### config.mk
export PLATFORM = sky130hd
export DESIGN_NAME = fp_sub_seq
export DESIGN_NICKNAME = d
export VERILOG_FILES = /design/src/rtl/fp_sub_seq.sv
export SDC_FILE = /design/constraint.sdc
export NUM_CORES = 1
export LEC_CHECK = 0
export BUFFER_PORTS_ARGS = -buffer_cell sky130_fd_sc_hd__buf_2
export CORE_ASPECT_RATIO = 1.4
export CORE_MARGIN = 10
export CORE_UTILIZATION = 66
export DETAILED_ROUTE_END_ITERATION = 10
export GPL_TIMING_DRIVEN = 0
export PLACE_DENSITY = 0.91
export SYNTH_ARGS = -nofsm -noshare
export SYNTH_HDL_FRONTEND = slang
export SYNTH_SLANG_ARGS = --single-unit
### constraint.sdc
create_clock -name clk -period 6.25 [get_ports clk]
set_input_delay 1.25 -clock clk [delete_from_list [all_inputs] [get_ports clk]]
set_output_delay 1.25 -clock clk [all_outputs]
set_load 0.1 [all_outputs]
### src/rtl/fp_sub_seq.sv
// Multi-cycle IEEE-754 single-precision subtractor (result = A - B).
// Operands are swapped by magnitude, aligned and normalised one bit per clock.
module fp_sub_seq (
  input  logic        clk,
  input  logic        rst,
  input  logic        start,
  input  logic [31:0] A,
  input  logic [31:0] B,
  output logic        busy,
  output logic        done,
  output logic [31:0] result
);

  typedef enum logic [2:0] {IDLE, ALIGN, ADDSUB, NORM, DONE} state_t;

  state_t      state_q;
  logic        busy_q, done_q;
  logic [31:0] result_q;
  logic [24:0] ml_q, ms_q;
  logic [7:0]  exp_q, d_q;
  logic        sign_q, add_q, nan_q;

  logic [7:0]  ea, eb;
  logic [23:0] ma, mb;
  logic        a_big;
  logic [24:0] ml_d, ms_d;
  logic [7:0]  exp_d, d_d;
  logic        sign_d, add_d, nan_d;

  function automatic logic [31:0] sat_inf(input logic s);
    return {s, 8'hFF, 23'h0};
  endfunction

  function automatic logic [31:0] flush_zero(input logic s);
    return {s, 31'h0};
  endfunction

  function automatic logic [31:0] pack(input logic s, input logic [7:0] e,
                                       input logic [22:0] f);
    return {s, e, f};
  endfunction

  // Operand capture: flush denormals, restore hidden bit, order by magnitude.
  always_comb begin
    ea     = A[30:23];
    eb     = B[30:23];
    ma     = (ea == 8'd0) ? 24'd0 : {1'b1, A[22:0]};
    mb     = (eb == 8'd0) ? 24'd0 : {1'b1, B[22:0]};
    a_big  = (ea > eb) || ((ea == eb) && (A[22:0] >= B[22:0]));
    ml_d   = a_big ? {1'b0, ma} : {1'b0, mb};
    ms_d   = a_big ? {1'b0, mb} : {1'b0, ma};
    exp_d  = a_big ? ea : eb;
    d_d    = a_big ? (ea - eb) : (eb - ea);
    sign_d = a_big ? A[31] : ~B[31];
    add_d  = (A[31] == ~B[31]);
    nan_d  = (ea == 8'hFF) || (eb == 8'hFF);
  end

  always_ff @(posedge clk) begin
    if (rst) begin
      state_q  <= IDLE;
      busy_q   <= 1'b0;
      done_q   <= 1'b0;
      result_q <= 32'h0;
    end else begin
      case (state_q)
        IDLE: begin
          done_q <= 1'b0;
          if (start) begin
            ml_q    <= ml_d;
            ms_q    <= ms_d;
            exp_q   <= exp_d;
            d_q     <= d_d;
            sign_q  <= sign_d;
            add_q   <= add_d;
            nan_q   <= nan_d;
            busy_q  <= 1'b1;
            state_q <= ALIGN;
          end
        end
        ALIGN: begin
          if (nan_q || (d_q == 8'd0)) begin
            state_q <= ADDSUB;
          end else if (d_q > 8'd24) begin
            ms_q    <= 25'd0;
            state_q <= ADDSUB;
          end else begin
            ms_q <= ms_q >> 1;
            d_q  <= d_q - 8'd1;
            if (d_q == 8'd1) state_q <= ADDSUB;
          end
        end
        ADDSUB: begin
          ml_q    <= add_q ? (ml_q + ms_q) : (ml_q - ms_q);
          state_q <= NORM;
        end
        NORM: begin
          // Result is written only on the transition into DONE.
          if (nan_q) begin
            result_q <= 32'h7FC00000;
            done_q   <= 1'b1;
            state_q  <= DONE;
          end else if (ml_q == 25'd0) begin
            result_q <= 32'h0;
            done_q   <= 1'b1;
            state_q  <= DONE;
          end else if (ml_q[24]) begin
            ml_q     <= ml_q >> 1;
            exp_q    <= exp_q + 8'd1;
            result_q <= (exp_q == 8'd254) ? sat_inf(sign_q)
                                          : pack(sign_q, exp_q + 8'd1, ml_q[23:1]);
            done_q   <= 1'b1;
            state_q  <= DONE;
          end else if (ml_q[23]) begin
            result_q <= pack(sign_q, exp_q, ml_q[22:0]);
            done_q   <= 1'b1;
            state_q  <= DONE;
          end else begin
            ml_q  <= ml_q << 1;
            exp_q <= exp_q - 8'd1;
            if (exp_q == 8'd1) begin
              result_q <= flush_zero(sign_q);
              done_q   <= 1'b1;
              state_q  <= DONE;
            end else if (ml_q[22]) begin
              result_q <= pack(sign_q, exp_q - 8'd1, {ml_q[21:0], 1'b0});
              done_q   <= 1'b1;
              state_q  <= DONE;
            end
          end
        end
        DONE: begin
          done_q  <= 1'b0;
          busy_q  <= 1'b0;
          state_q <= IDLE;
        end
        default: begin
          state_q <= IDLE;
          busy_q  <= 1'b0;
          done_q  <= 1'b0;
        end
      endcase
    end
  end

  assign busy   = busy_q;
  assign done   = done_q;
  assign result = result_q;

endmodule

Word level (Yosys, flattened, before mapping)
Cells that the tools add are included.
{"block": "totals", "reg_bits": 106, "wordCells": 124}
{"block": "op_classes", "order_cmp": 3, "n_mux": 55, "reduce_logical": 25, "n_bitwise": 4, "n_addsub": 7, "eq_ne": 18}
{"operator": "$mux W32", "n": 6}
{"operator": "$mux W24", "n": 7}
{"operator": "$mux W25", "n": 6}
{"operator": "$mux W8", "n": 10}
{"operator": "$pmux W25 S3", "n": 1}
{"operator": "$pmux W25 S2", "n": 1}
{"operator": "$pmux W8 S2", "n": 2}
{"operator": "$mux W31", "n": 1}
{"operator": "$mux W3", "n": 10}
{"operator": "$add A25 B25 Y25", "n": 1}
{"operator": "$logic_not A25 Y1", "n": 1}
{"operator": "$sub A25 B25 Y25", "n": 1}
{"operator": "$eq A8 B8 Y1 const B", "n": 3}
{"operator": "$logic_not A8 Y1", "n": 3}
{"operator": "$ge A23 B23 Y1", "n": 1}
{"operator": "$eq A8 B1 Y1 const B", "n": 2}
{"operator": "$sub A8 B1 Y8 const B", "n": 2}
{"operator": "$sub A8 B8 Y8", "n": 2}
{"operator": "$pmux W3 S4", "n": 1}
{"operator": "$reduce_and A6 Y1", "n": 2}
{"operator": "$ne A2 B2 Y1 const B", "n": 5}
{"operator": "$reduce_and A5 Y1", "n": 2}
{"operator": "$add A8 B1 Y8 const B", "n": 1}
{"operator": "$eq A8 B8 Y1", "n": 1}
{"operator": "other kinds (22)", "n": 40}

Logic depth before layout (Yosys ltp)
Gate-level depths: netlist (run 1).
{"block": "logic_depth", "word_depth": 7, "mapped_depth": 17, "mapped_depth_nobuf": 17}

Worst setup path after synthesis (run 1)
No wires, ideal clock.
{"block": "synth_path", "path_type": "input to register", "from": "in rst", "to": "reg d_q[0], enable pin", "slack_ps": 1677, "cell_stages": 4, "t_required_ps": 5865, "path_buffers": 0, "t_arrival_ps": 4188, "path_cell_list": "nor2_1 o21ai_0 a211oi_1 a21boi_0"}
{"block": "synth_between", "elab_chain_cells": 2}
{"element": "from (decl)", "line": "5", "source": "input logic rst,"}
{"element": "$not A1 Y1 (no line)"}
{"element": "$reduce_and A5 Y1 (no line)"}
{"element": "to (signal assigned)", "line": "89", "source": "d_q <= d_q - 8'd1;"}
{"element": "to (decl)", "line": "20", "source": "logic [7:0] exp_q, d_q;"}
Every way passes these cells.
A chain may end at the register's enable or synchronous reset.

Worst setup path after layout (run 1)
{"block": "layout_path", "from": "reg ms_q[2]", "to": "reg ml_q[24] (data pin)"}
{"block": "layout_between", "elab_chain_cells": 3, "elab_cells_between_ends": 4}
{"element": "from (decl)", "line": "19", "source": "logic [24:0] ml_q, ms_q;"}
{"element": "from (signal assigned)", "line": "71", "source": "ms_q <= ms_d;"}
{"element": "from (signal assigned)", "line": "88", "source": "ms_q <= ms_q >> 1;"}
{"element": "$sub A25 B25 Y25 or $add A25 B25 Y25 (tied branches)", "line": "94", "source": "ml_q <= add_q ? (ml_q + ms_q) : (ml_q - ms_q);"}
{"element": "$mux W25 (*)", "line": "94"}
{"element": "$pmux W25 S3 (*)", "line": "66", "source": "case (state_q)"}
{"element": "to (signal assigned)", "line": "70", "source": "ml_q <= ml_d;"}
{"element": "to (signal assigned)", "line": "94"}
{"element": "to (signal assigned)", "line": "108", "source": "ml_q <= ml_q >> 1;"}
{"element": "to (decl)", "line": "19"}
Every way passes the cells marked *; elsewhere a longest branch is shown, timed or not.

==> results of run 1 <==
registers in the layout, summed over array words and instances, names as in the netlist:
register  flops
d_q           8
nan_q         1
busy          1
ml_q         25
exp_q         8
state_q       3
add_q         1
result       32
done          1
sign_q        1
ms_q         24
per-stage QoR:
step / worst slack (ns) / power, mW
finish: 1.81 / 2.67
global route: 1.57 / 2.79
CTS: 1.85 / 2.62
detailed placement: 1.89 / 2.08
global placement: 0.804 / 2.03
floorplan: 1.68 / 1.78
kinds of logic (layout without fill, tap and decap cells):
kind of cell               Yosys count  in the layout  share of synthesized area
AOI/OAI and AO/OA                  389            389                      0.250
xor gates and xnor gates            60             60                     0.0543
adders and majority gates           79             79                      0.103
buffers and inverters              151            269                     0.0614
DFF                                105            105                      0.283
muxes                               25             25                     0.0257
and+or+nand+nor                    483            483                      0.223
cells in the final DEF, fill, tap and decap left out, types with 4 or more instances in the layout:
master / instances
nor2b_1: 13
dfxtp_1: 37
a211oi_1: 12
buf_4: 5
a311oi_1: 8
o22ai_1: 4
ha_1: 76
clkbuf_16: 9
buf_2: 113
o221ai_1: 4
nor2_1: 157
nor3_1: 37
a21boi_0: 8
a221oi_1: 9
a21o_1: 26
a31o_2: 4
o211ai_1: 5
nand3_1: 24
xnor2_1: 27
clkbuf_1: 60
nand2b_1: 12
xor2_1: 32
o21a_1: 6
edfxtp_1: 68
nand2_1: 175
inv_1: 66
mux2i_1: 23
a31oi_1: 44
o21ai_0: 90
and3_1: 8
nand4_1: 15
nor4_1: 15
a22oi_1: 23
buf_1: 6
a21oi_1: 110
o21bai_1: 4
a211o_1: 4
critical path, stage by stage (launching register included):
cell	delay, ns
edfxtp_1	0.48
or4_4	0.54
nor2_1	0.14
nand2_1	0.07
nor2_1	0.31
nand2_1	0.14
nor2_1	0.29
a21oi_1	0.13
xor2_1	0.28
ha_1	0.34
a21o_1	0.18
a21o_1	0.16
a21oi_1	0.18
nand3_1	0.09
a311oi_1	0.42
o41ai_1	0.17
xnor2_1	0.18
nor2_1	0.05
per-layer routing:
layer	track usage	routed length (um)
met1	0.329	11100
met3	0.0433	2800
met4	0.159	1680
met5	0	0
met2	0.501	14500
worst max path at each step:
stage | slack (ns) | cells past startpoint | end
floorplan | 1.68 | 4 | d_q[0]
global placement | 0.80 | 5 | d_q[7]
detailed placement | 1.89 | 17 | ml_q[24]
CTS | 1.85 | 17 | ml_q[24]
global route | 1.57 | 17 | ml_q[24]
finish | 1.81 | 17 | ml_q[24]
cell usage after synthesis (24+ instances only):
master / instances / area, um2
nand2_1: 175 / 657
a31oi_1: 44 / 275
o21ai_0: 90 / 450
edfxtp_1: 68 / 2040
nor2_1: 157 / 589
nor3_1: 37 / 185
a21o_1: 26 / 195
a21oi_1: 110 / 551
inv_1: 66 / 248
xnor2_1: 27 / 236
nand3_1: 24 / 120
xor2_1: 32 / 280
clkbuf_1: 60 / 225
ha_1: 76 / 951
dfxtp_1: 37 / 741
power groups by stage:
stage | Clock, mW | Sequential, mW | Combinational [mW]
after CTS | 0.542 | 0.926 | 1.15
after global routing | 0.566 | 0.938 | 1.29
final | 0.556 | 0.931 | 1.18
after floorplan | 0 | 0.974 | 0.808
after global placement | 0 | 0.942 | 1.09
after detailed placement | 0 | 0.941 | 1.14
cell type report:
type                       instances  area, um2
clock buffer                      10        239
sequential                       105       2780
multi-input combinational       1036       6450
clock inverter                     6       42.5
timing repair buffer             102        531
tap                              189        236
inverter                          66        248
fill                            1145       3620
buffer                            85        355
==> flow_metrics.tcl, run 1 <==
set metrics [dict create \
    detail_route.vias_per_cell 6.45 \
    wire_per_inst_um 18.8 \
    clkPwrFrac 0.208 \
    startpoint_type "flip-flop" \
    cts_buffers 9 \
    place_inst 1583 \
    nets 1551 \
    max_freq_mhz 225 \
    routed_wl_um 30100 \
    finalCritPeriodShare 0.710 \
    die_h_um 164 \
    final_area_um2 10900 \
    cts_tree "built" \
    ios 101 \
    status "completed" \
    reg2regPathDepth 17 \
    grt_pass1_vias 9863 \
    fin_worst_skew_ns 0.00907 \
    cts-resized-gates 0 \
    power.share.sequential 0.349 \
    num_rows 52 \
    hpwl_um 23900 \
    dr.pass1.iters 6 \
    ys_ff_latch 105 \
    vias 10300 \
    rsz0062_at_grt "false" \
    worstSetupStartpoint "ms_q[2]" \
    power.density_nw_per_um2 245 \
    cts_root_buffer "clkbuf_16" \
    setup_viol 0 \
    place_area_um2 10600 \
    worstSetupPathType "reg -> reg" \
    fin_hold_ws_ns 0.448 \
    drive_gt1_frac 0.114 \
    ys_seq_area_frac 0.283 \
    port-buffer-count 100 \
    syn_nets 1438 \
    finalHoldViolations 0 \
    worstMarginPinSlew_ns 1.15 \
    regToRegSetupSlack_ns 1.81 \
    swShare 0.413 \
    arrival_ns 4.54 \
    dieArea_um2 20200 \
    synth_flop_cell "edfxtp_1" \
    ys_types 75 \
    endpoint_kind "flip-flop" \
    floorplan.initialDensity 0.677 \
    syn_to_final_growth_pct 10.8 \
    netlist_area_um2 9820 \
    core-area_um2 14500 \
    synth_cells 1292 \
    slew_viol_final 0 \
    worstPathMaxFanout 6 \
    antenna_cells 0 \
    slew_headroom 0.232 \
    holdBufCountCts 0 \
    utilization 0.751 \
    fin_setup_tns_ns 0 \
    min_path_type "reg -> reg" \
    cts_setup_buffers 0 \
    gr-total-overflow 0 \
    drcViolationCount 0 \
    synth_edf_count 68 \
    clk_latency_ns 0.37 \
    cts.sinks 105 \
    r2r-start "ms_q[2]" \
    synthArstFlopShare 0 \
    die_x_um 123 \
    grt_start_max_net_pins 23 \
    fin_cells 1599 \
    yosysWarnings 0 \
    maxCapViolCount 0 \
    vdd_drop_max_uv 124 \
    hp-start "result[31]" \
    grt.total_usage 0.288 \
    grt_first_pass_wirelength_um 47700 \
    drt_iter0_drc 931 \
    p_switching_mw 1.10 \
    clk_pin_slew_ns 0.08 \
    period_needed_ns 4.44 \
    avgSynthCellArea_um2 7.60 \
    clockBufferDepth 2 \
    gp_congestion 0.991 \
    leakage_nw 4.71 \
    r2r_end "ml_q[24]" \
    cts.htree.levels 3 \
    antenna_found_initial 0 \
    combPwrFrac 0.443 \
    ant_nets 0 \
    min_to "result[31]" \
    intPower_mw 1.56 \
    hold_depth 2 \
    required_ns 6.35 \
]
Note: power is estimated with default switching activity, not from simulation.
==> run 2, diff against run 1 <==
- CORE_UTILIZATION: 66 -> 61
- PLACE_DENSITY: 0.91 -> 0.85
- clock period: 6.25 -> 4.4 ns (I/O delays scaled with it)
==> run 2 against run 1 <==
  * Critical path depth shrank 3
  * Non-clock buffer count did not move
  * Global-route usage shrank 1.6 points
  * Critical path type unchanged
  * Critical endpoint is now ml_q[23]
  * Highest routed layer unchanged
==> flow_metrics.tcl, run 2 (synthesis results as in run 1) <==
set metrics [dict create \
    slew_viol_final 0 \
    grt_start_max_net_pins 23 \
    status "completed" \
    arrival_ns 4.31 \
    die_x_um 127 \
    place_ws_ns 0.0245 \
    fin_worst_skew_ns 0.0104 \
    min_path_type "reg -> reg" \
    endpoint_kind "flip-flop" \
    fin_hold_ws_ns 0.448 \
    slew_headroom 0.170 \
    power.total_mw 3.83 \
    final_area_um2 10900 \
    worstSetupPathType "reg -> reg" \
    vdd_drop_max_uv 207 \
    core-area_um2 15700 \
    gp_congestion 1.00 \
    grt_pass1_vias 9882 \
    antenna_found_initial 0 \
    ios 101 \
    cts.sinks 105 \
    path_cells "or4_4, nor4b_4, a21oi_1, xor2_1, ha_1, clkbuf_2, and3_1, and3_1, and4bb_1, o2111ai_2, a31oi_2, o211ai_2, mux2i_1, o211ai_1" \
    grt.total_usage 0.272 \
    grt_first_pass_wirelength_um 49100 \
    power.density_nw_per_um2 351 \
    num_rows 54 \
    startpoint_type "flip-flop" \
    most-common-layout-cells "nand2_1 (175), nor2_1 (155), buf_2 (113), a21oi_1 (110), o21ai_0 (90)" \
    antenna_cells 0 \
    dieArea_um2 21700 \
    final_common_cell "nand2_1" \
    place_area_um2 10600 \
    largest_register_ffs 32 \
    worstPathMaxFanout 7 \
    finalCritPeriodShare 0.958 \
    nets 1551 \
    setup_viol 0 \
    hpwl_um 24400 \
    dr.pass1.iters 8 \
    gr-total-overflow 0 \
    routed_wl_um 30200 \
    wire_per_inst_um 18.8 \
    period_needed_ns 4.22 \
    slowest_stage "or4_4" \
    ant_nets 0 \
    cts_tree "built" \
    drt_iter0_drc 994 \
    fin_setup_tns_ns 0 \
    floorplan.initialDensity 0.627 \
    holdBufCountCts 0 \
    worstMarginPinSlew_ns 1.24 \
    maxCapViolCount 0 \
    die_h_um 170 \
    syn_to_final_growth_pct 11.2 \
    drcViolationCount 0 \
    cp_common_cell "and3_1" \
    rsz0062_at_grt "false" \
    slowest_delay_ns 0.54 \
    detail_route.vias_per_cell 6.27 \
    cts-resized-gates 0 \
    cts_root_buffer "clkbuf_16" \
    clk_latency_ns 0.36 \
    leakage_nw 4.73 \
    cts.htree.levels 3 \
    port-buffer-count 100 \
    cts_buffers 9 \
    cts_setup_buffers 0 \
    clockBufferDepth 2 \
    vias 10100 \
    max_freq_mhz 237 \
    required_ns 4.49 \
    finalHoldViolations 0 \
    drive_gt1_frac 0.116 \
    clk_pin_slew_ns 0.07 \
    setup_slack_ns 0.184 \
    fill_cells 1389 \
]
## run 2: cell type report
| type | count | area (um2) | area share |
|---|---|---|---|
| Buffer | 85 | 355 | 0.0325 |
| Clock buffer | 11 | 243 | 0.0222 |
| Clock inverter | 5 | 56.3 | 0.00515 |
| Inverter | 66 | 248 | 0.0227 |
| Multi-Input combinational cell | 1036 | 6470 | 0.592 |
| Sequential cell | 105 | 2780 | 0.255 |
| Tap cell | 196 | 245 | 0.0224 |
| Timing Repair Buffer | 102 | 527 | 0.0482 |
## run 2: per-stage QoR
| stage | utilization | std cells |
|---|---|---|
| floorplan | - | 1292 |
| global placement | 0.674 | 1588 |
| detailed placement | 0.677 | 1590 |
| CTS | 0.696 | 1606 |
| global route | 0.697 | 1606 |
| finish | 0.697 | 1606 |
## run 2: critical path: cells and delay by family, from the launching register on
| kind | cells | cell delay, ns |
|---|---|---|
| AND/OR/NAND/NOR | 5 | 1.69 |
| buffers and inverters | 1 | 0.16 |
| XOR/XNOR | 1 | 0.17 |
| multiplexers | 1 | 0.23 |
| AO/OA/AOI/OAI | 5 | 0.94 |
| flip-flops | 1 | 0.48 |
| adder cells (fa/ha/maj) | 1 | 0.27 |
## run 2: metal layers
metal | track usage | part of all wire | vias to the layer above
met3 | 0.0379 | 0.068 | 109
met4 | 0.140 | 0.044 | 0
met1 | 0.316 | 0.40 | 4572
li1 | - | - | 4879
met2 | 0.475 | 0.49 | 511
met5 | 0 | 0 | -
## run 2: power by group
group	switching (mW)	internal, mW	leakage [nW]
Sequential	0.125	1.20	0.941
Clock	0.376	0.457	0.147
Combinational	1.05	0.624	3.64
## run 2: path summary, 6_finish.rpt
| path | slack (ns) | depth (start not counted) | end | start |
|---|---|---|---|---|
| setup reg to reg | 0.18 | 14 | ml_q[23] | ms_q[2] |
| setup / recovery | 0.18 | 14 | ml_q[23] | ms_q[2] |
| hold reg to reg | 0.45 | 2 | result[31] | result[31] |
| hold / removal | 0.45 | 2 | result[31] | result[31] |
==> run 3, diff against run 2 <==
- CORE_UTILIZATION: 61 -> 62
- CTS_BUF_LIST: unset -> sky130_fd_sc_hd__clkbuf_8
- PLACE_DENSITY: 0.85 -> 0.86
==> run 3 against run 2 <==
  * Via count is 1.2% higher
  * Maximum frequency increased by 0.40%
  * Die area fell by 1.4%
  * Global-route usage shrank 0.17 points
  * Critical path type unchanged
  * Largest cell class unchanged
  * Largest power group unchanged
==> flow_metrics.tcl, run 3 (synthesis results as in run 1) <==
set metrics [dict create \
    grt_start_max_net_pins 23 \
    cp_common_cell "and3_1" \
    slew_viol_final 0 \
    cp-endpoint "ml_q[23]" \
    slowest_stage "or4_4" \
    finalHoldViolations 0 \
    path_cells "or4_4, nor4b_4, a21oi_1, xor2_1, ha_1, clkbuf_2, and3_1, and3_1, and4bb_1, o2111ai_2, a31oi_2, o211ai_2, mux2i_1, o211ai_1" \
    endpoint_kind "flip-flop" \
    clk_latency_ns 0.41 \
    combPwrFrac 0.460 \
    clkPwrFrac 0.176 \
    maxCapViolCount 0 \
    worstSetupPathType "reg -> reg" \
    hpwl_um 24300 \
    arrival_ns 4.32 \
    period_needed_ns 4.20 \
    final_common_cell "nand2_1" \
    ios 101 \
    cts_tree "built" \
    fin_worst_skew_ns 0.0142 \
    antenna_found_initial 0 \
    place_area_um2 10600 \
    min_path_type "reg -> reg" \
    reg2regPathDepth 14 \
    gr-total-overflow 0 \
    swShare 0.426 \
    power.density_nw_per_um2 336 \
    detail_route.vias_per_cell 6.34 \
    wire_per_inst_um 18.9 \
    drt_iter0_drc 1148 \
    required_ns 4.52 \
    ant_nets 0 \
    r2r-start "ms_q[2]" \
    drcViolationCount 0 \
    largest_register_ffs 32 \
    cts_buffers 9 \
    p_switching_mw 1.55 \
    vdd_drop_max_uv 179 \
    num_rows 54 \
    slew_headroom 0.229 \
    core-area_um2 15600 \
    regToRegSetupSlack_ns 0.20 \
    max_freq_mhz 238 \
    grt_pass1_vias 9723 \
    worstPathMaxFanout 7 \
    cts.htree.levels 3 \
    die_h_um 169 \
    most-common-layout-cells "nand2_1 (175), nor2_1 (155), buf_2 (113), a21oi_1 (110), o21ai_0 (90)" \
    port-buffer-count 100 \
    vias 10200 \
    drive_gt1_frac 0.118 \
    syn_to_final_growth_pct 10.3 \
    clockBufferDepth 2 \
    clk_pin_slew_ns 0.11 \
    fin_setup_tns_ns 0 \
    startpoint_type "flip-flop" \
    leakage_nw 4.68 \
    slowest_delay_ns 0.54 \
    nets 1552 \
    dieArea_um2 21400 \
    setup_viol 0 \
    status "completed" \
    die_x_um 126 \
    intPower_mw 2.09 \
    cts.sinks 105 \
    r2r_end "ml_q[23]" \
    floorplan.initialDensity 0.629 \
    antenna_cells 0 \
    gp_congestion 0.994 \
    grt.total_usage 0.271 \
    dr.pass1.iters 6 \
    cts_root_buffer "clkbuf_8" \
    worstSetupStartpoint "ms_q[2]" \
    grt_first_pass_wirelength_um 48300 \
    fill_cells 1335 \
    final_area_um2 10800 \
    finalCritPeriodShare 0.954 \
    worstMarginPinSlew_ns 1.15 \
    power.total_mw 3.64 \
    power.share.sequential 0.363 \
    routed_wl_um 30300 \
]
## run 3: cell types whose count changed in the layout (fill, tap and decap cells not counted)
cell        delta
clkbuf_16      -9
buf_4          +1
clkbuf_1       -1
clkinvlp_4     +2
inv_6          +3
clkbuf_8       +8
clkinv_4       -2
clkinv_1       -1
## run 3: area by class of cell
type,instances,area (um2),area share
inverter,66,248,0.0229
clock inverter,7,76.3,0.00704
clock buffer,9,124,0.0114
multi-input combinational,1036,6470,0.597
buffer,85,355,0.0328
timing repair buffer,103,534,0.0493
tap,196,245,0.0226
sequential,105,2780,0.257
## run 3: stage by stage
step	hold WS, ns	cells	util	setup WS, ns
6_report	0.457	1607	0.694	0.201
5_1_grt	0.498	1607	0.694	-0.0148
4_1_cts	0.460	1606	0.693	0.0651
3_5_place_dp	0.446	1590	0.680	-0.0205
3_3_place_gp	0.439	1588	0.677	-0.701
2_1_floorplan	0.508	1292	-	0.197
## run 3: worst min-delay path by stage
stage               start    endpoint  slack (ns)  depth (start not counted)
6_report        result[0]   result[0]        0.46                          2
4_1_cts         result[0]   result[0]        0.46                          2
3_3_place_gp   result[31]  result[31]        0.44                          2
3_5_place_dp   result[31]  result[31]        0.45                          2
2_1_floorplan      sign_q  result[31]        0.51                          2
5_1_grt         result[0]   result[0]        0.50                          2
## run 3: repair_timing
item,in CTS,in global routing
buffers inserted,0,1
pin swaps,0,1
hold buffers,0,0
setup endpoints to repair,2,4
hold endpoints to repair,0,0
gates resized for setup,1,3
## run 3: critical path, delay by kind of cell (launching register included)
kind | cells | cell delay, ns
adders and majority gates | 1 | 0.28
and+or+nand+nor | 5 | 1.59
muxes | 1 | 0.22
AOI/OAI and AO/OA | 5 | 0.98
buffers and inverters | 1 | 0.16
DFF | 1 | 0.49
xor gates and xnor gates | 1 | 0.17
## run 3: power groups by stage
| stage | logic, mW | clock network (mW) | registers [mW] |
|---|---|---|---|
| detailed placement | 1.62 | 0 | 1.34 |
| finish | 1.68 | 0.643 | 1.32 |
| floorplan | 1.15 | 0 | 1.38 |
| global route | 1.83 | 0.676 | 1.34 |
| CTS | 1.63 | 0.642 | 1.32 |
| global placement | 1.56 | 0 | 1.34 |
## run 3: per-layer routing
metal / track usage / wire, um
met5: 0 / 0
met4: 0.143 / 1540
met3: 0.0303 / 2210
met2: 0.469 / 14700
met1: 0.320 / 11900
